### src/rtl/mem_arbiter.sv
// mem_arbiter: shares one single-port memory between instruction fetch and load/store.
// Data requests normally win arbitration. A starvation counter forces a fetch through
// after STARVE_MAX consecutive data wins taken while fetch was waiting. Only one memory
// transaction is outstanding at a time. Read data is returned to the transaction owner.
//
// Ports:
//   clk, rst_n                      clock, asynchronous active-low reset
//   if_req/if_addr                  fetch read request
//   if_gnt/if_rvalid/if_rdata       fetch grant and read response
//   d_req/d_we/d_be/d_addr/d_wdata  load/store request
//   d_gnt/d_rvalid/d_rdata          data grant and load response
//   mem_req/we/be/addr/wdata        memory request, held stable until mem_gnt
//   mem_gnt/mem_rvalid/mem_rdata    memory handshake and read data
//   owner                           0 = fetch, 1 = data; 0 while idle
module mem_arbiter #(
  parameter int unsigned ADDR_W     = 32,
  parameter int unsigned DATA_W     = 32,
  parameter int unsigned STARVE_MAX = 4
) (
  input  logic                clk,
  input  logic                rst_n,
  input  logic                if_req,
  input  logic [ADDR_W-1:0]   if_addr,
  output logic                if_gnt,
  output logic                if_rvalid,
  output logic [DATA_W-1:0]   if_rdata,
  input  logic                d_req,
  input  logic                d_we,
  input  logic [DATA_W/8-1:0] d_be,
  input  logic [ADDR_W-1:0]   d_addr,
  input  logic [DATA_W-1:0]   d_wdata,
  output logic                d_gnt,
  output logic                d_rvalid,
  output logic [DATA_W-1:0]   d_rdata,
  output logic                mem_req,
  output logic                mem_we,
  output logic [DATA_W/8-1:0] mem_be,
  output logic [ADDR_W-1:0]   mem_addr,
  output logic [DATA_W-1:0]   mem_wdata,
  input  logic                mem_gnt,
  input  logic                mem_rvalid,
  input  logic [DATA_W-1:0]   mem_rdata,
  output logic                owner
);

  localparam int unsigned BeW  = DATA_W / 8;
  localparam int unsigned CntW = $clog2(STARVE_MAX + 1);
  localparam logic [CntW-1:0] CntMax = CntW'(STARVE_MAX);

  typedef enum logic [1:0] {StIdle, StIssue, StWait} state_e;

  state_e            state_q, state_d;
  logic [CntW-1:0]   starve_cnt_q, starve_cnt_d;
  logic [ADDR_W-1:0] addr_q, addr_d;
  logic              we_q, we_d;
  logic [BeW-1:0]    be_q, be_d;
  logic [DATA_W-1:0] wdata_q, wdata_d;
  logic              owner_q, owner_d;

  logic fetch_win;
  logic data_win;
  logic issue;
  logic rsp;

  always_comb begin
    state_d      = state_q;
    starve_cnt_d = starve_cnt_q;
    addr_d       = addr_q;
    we_d         = we_q;
    be_d         = be_q;
    wdata_d      = wdata_q;
    owner_d      = owner_q;
    if_gnt       = 1'b0;
    d_gnt        = 1'b0;

    fetch_win = if_req && (!d_req || (starve_cnt_q == CntMax));
    data_win  = d_req && !fetch_win;

    unique case (state_q)
      StIdle: begin
        // Grants are combinational; gate with rst_n so they drop the moment reset asserts.
        if (rst_n) begin
          if (fetch_win) begin
            if_gnt       = 1'b1;
            addr_d       = if_addr;
            we_d         = 1'b0;
            be_d         = '1;
            wdata_d      = '0;
            owner_d      = 1'b0;
            starve_cnt_d = '0;
            state_d      = StIssue;
          end else if (data_win) begin
            d_gnt   = 1'b1;
            addr_d  = d_addr;
            we_d    = d_we;
            be_d    = d_be;
            wdata_d = d_wdata;
            owner_d = 1'b1;
            // Only count wins that actually made fetch wait.
            if (if_req && (starve_cnt_q != CntMax)) begin
              starve_cnt_d = starve_cnt_q + CntW'(1);
            end
            state_d = StIssue;
          end
        end
      end
      StIssue: begin
        if (mem_gnt) begin
          state_d = we_q ? StIdle : StWait;
        end
      end
      StWait: begin
        if (mem_rvalid) begin
          state_d = StIdle;
        end
      end
      default: state_d = StIdle;
    endcase
  end

  always_ff @(posedge clk or negedge rst_n) begin
    if (!rst_n) begin
      state_q      <= StIdle;
      starve_cnt_q <= '0;
      addr_q       <= '0;
      we_q         <= 1'b0;
      be_q         <= '0;
      wdata_q      <= '0;
      owner_q      <= 1'b0;
    end else begin
      state_q      <= state_d;
      starve_cnt_q <= starve_cnt_d;
      addr_q       <= addr_d;
      we_q         <= we_d;
      be_q         <= be_d;
      wdata_q      <= wdata_d;
      owner_q      <= owner_d;
    end
  end

  // Memory fields are only driven while the request is presented.
  always_comb begin
    issue     = (state_q == StIssue);
    mem_req   = issue;
    mem_we    = issue & we_q;
    mem_be    = issue ? be_q : '0;
    mem_addr  = issue ? addr_q : '0;
    mem_wdata = issue ? wdata_q : '0;
    owner     = (state_q != StIdle) & owner_q;

    // Responses outside WAIT are stray and dropped.
    rsp       = (state_q == StWait) & mem_rvalid;
    if_rvalid = rsp & ~owner_q;
    d_rvalid  = rsp & owner_q;
    if_rdata  = if_rvalid ? mem_rdata : '0;
    d_rdata   = d_rvalid ? mem_rdata : '0;
  end

endmodule
### config.mk
export PLATFORM = sky130hd
export DESIGN_NAME = mem_arbiter
export DESIGN_NICKNAME = d
export VERILOG_FILES = /design/src/rtl/mem_arbiter.sv
export SDC_FILE = /design/constraint.sdc
export NUM_CORES = 1
export LEC_CHECK = 0
export CORE_MARGIN = 2
export CORE_UTILIZATION = 38
export DETAILED_ROUTE_END_ITERATION = 8
export PLACE_DENSITY_LB_ADDON = 0.3
export SLEW_MARGIN = 5
export SYNTH_ARGS = -nofsm -noshare
export SYNTH_HDL_FRONTEND = slang
export SYNTH_SLANG_ARGS = --single-unit
### constraint.sdc
create_clock -name clk -period 2.1 [get_ports clk]
set_input_delay 0.63 -clock clk [delete_from_list [all_inputs] [get_ports clk]]
set_output_delay 0.63 -clock clk [all_outputs]
set_load 0.01 [all_outputs]
==> flow_summary.yaml <==
timing:
  relSlewSlack_pct: 59.4
  max_freq_mhz: 438
  fin_hold_ws_ns: 0.273
  final_max_slew_viol_count: 0
  postLayoutSetupSlackWorst_ns: -0.182
  rsz0062_at_grt: "yes"
  clock_skew_ns: 0.00543
  final_hold_viol_count: 0
  fin_crit_sh_pct: 109
  layout_min_cycle_time_ns: 2.28
  setup_viol: 137
  worst_pin_slew_ns: 0.610
clock_network:
  cts_buffers: 9
  clockRootBuffer: "clkbuf_16"
  hold_buffers: 0
  clock_sinks: 75
  htree_num_levels: 3
  clk_latency_ns: 0.33
  clock_path_buffers: 2
  path_clk_slew_ns: 0.06
  tritoncts: "done"
grt:
  grt_pass1_vias: 5040
  track_usage_pct: 25.7
  grt_pass1_wl_mm: 26.4
  antenna_found_initial: 1
  overflow: 0
  grt_max_degree: 47
synthesis:
  yosys-top-cells-area: "dfrtp_1 (40%), and2_1 (18%), a31oi_4 (14%)"
  postSynth.asyncResetShare_pct: 100
  synthCells: 452
  ys.flop_type: "dfrtp_1"
  avgSynthCellArea_sq_um: 10.4
  netlist_area_sq_um: 4690
  yosys_warnings: 0
  synth_edf_count: 0
  synth_nets: 593
  synth_top_cell_area_share_pct: 40.0
  synth_area_leader_cell: "dfrtp_1"
  synthTopCellsByCount: "and2_1 (133), dfrtp_1 (75), a22o_1 (33), o21ai_0 (33)"
  yosysMostFrequentCell: "and2_1"
  ys_seq_area_share_pct: 40.0
  ys_ff_latch: 75
  yosysUniqueCellTypes: 35
routing:
  wirelength_mm: 17.9
  num_vias: 4819
  first_iter_violations: 188
  drt_pass1_iterations: 4
  viasPerCell: 5.17
  drc: 0
  final_antenna_net_count: 0
  wl_per_cell_microns: 19.2
power_and_ir_drop:
  leakagePower_uw: 0.00391
  powerDensity_nw_per_um2: 1150
  peakVddDrop_uv: 548
critical_path:
  r2r-end: "addr_q[24]"
  criticalPathCategory: "reg -> out"
  endpoint_kind: "output port"
  worst_setup_path_start_kind: "flop"
  reg2reg_slack_ns: 0.10
  worstReg2RegStart: "state_q[1]"
  critical_path_required_ns: 1.47
  path_max_fanout: 8
  critPathArrivalTime_ns: 1.65
  rr_worst_depth: 7
placement:
  dpl_cell_area_sq_um: 7990
  dp_hpwl_mm: 12.4
  port_buffers: 277
  gp_congestion: 0.807
  place_ws_ns: -0.775
worst_hold_path:
  hold_class: "in -> async"
floorplan:
  fp.dieW_microns: 115
  ios: 278
  dieArea_sq_um: 13200
  coreArea_sq_um: 12000
  row_count: 40
  start_util_pct: 39.0
  die_h_microns: 115
cells_and_area:
  final_net_count: 921
  syn_to_final_growth_pct: 85.8
  fin_area_sq_um: 8710
  drive_above_1_share_pct: 45.5
run_status:
  failed_checks: "negative setup slack"
  status: "finished with violations"
run:
  drv_cap: 0
[cell type report]
class | instances | area (sq um)
multi-input combinational | 328 | 2750
antenna | 1 | 2.50
clock inverter | 7 | 98.8
sequential | 75 | 1880
fill | 860 | 3300
timing repair buffer | 360 | 3540
tap | 147 | 184
clock buffer | 9 | 225
inverter | 6 | 32.5
[flip-flops by register name, summed over array words and instances, names as in the netlist]
register	cells
addr_q	32
starve_cnt_q	3
we_q	1
be_q	4
wdata_q	32
state_q	2
owner_q	1
[report_power, final]
| part | switching (uW) | leakage [uW] | internal [uW] |
|---|---|---|---|
| logic | 2600 | 0.00285 | 3160 |
| registers | 385 | 0.000902 | 2140 |
| clock network | 647 | 0.000156 | 1050 |
[logic make-up (layout without fill, tap and decap cells)]
kind of cell               count (synthesis)  after routing  share of synthesized area, %
other                                      0              1                             0
DFF                                       75             75                          40.0
and+or+nand+nor                          183            183                          23.6
adders and majority gates                  2              2                         0.534
buffers and inverters                     49            382                          6.08
AOI/OAI and AO/OA                        143            143                          29.7
[per-layer routing]
| metal | share of wire [%] | vias up | GRT usage (%) |
|---|---|---|---|
| met5 | 0 | - | 0 |
| met4 | 2.5 | 0 | 9.72 |
| met3 | 6.5 | 32 | 5.54 |
| met2 | 54 | 195 | 48.2 |
| met1 | 37 | 2338 | 28.4 |
| li1 | - | 2254 | - |
[critical path, cell delays in order, from the launching register on]
cell,delay [ns]
dfrtp_1,0.39
buf_6,0.13
and4bb_2,0.25
buf_6,0.14
buf_16,0.14
and2_1,0.13
buf_2,0.13
[worst max path at each step]
stage | start | endpoint | slack (ns)
final | state_q[1] | if_rdata[25] | -0.18
after global routing | state_q[0] | if_rdata[25] | -0.22
after CTS | state_q[1] | d_rdata[12] | -0.18
after detailed placement | mem_rvalid | d_rdata[30] | -0.77
after global placement | mem_rvalid | d_rdata[30] | -0.75
after floorplan | mem_rvalid | if_rdata[22] | 0.11
[cells in the final DEF, fill, tap and decap left out, types with 32 or more instances in the layout]
master / count
a21oi_1: 32
and2_4: 73
o21ai_0: 33
dfrtp_1: 74
buf_2: 60
nand3_1: 32
clkdlybuf4s50_1: 134
and2_1: 60
a22o_1: 33
buf_6: 83
buf_4: 55
[stage by stage]
stage | TNS [ns] | std cells | utilization [%] | power [uW]
global route | -18.21 | 933 | 72.5 | 10500
global placement | -69.68 | 893 | 66.5 | 7580
detailed placement | -73.41 | 893 | 66.5 | 7740
finish | -13.08 | 933 | 72.5 | 9990
floorplan | 0 | 452 | - | 5190
CTS | -10.70 | 928 | 69.8 | 9700
[what timing repair did]
| item | 4_1_cts | 5_1_grt |
|---|---|---|
| pin swaps | 56 | 12 |
| buffers inserted | 14 | 7 |
| cloned | 7 | 0 |
| resized for setup | 631 | 122 |
| endpoints found under the setup margin | 139 | 149 |
No activity file was read; power rests on OpenSTA's default activity.
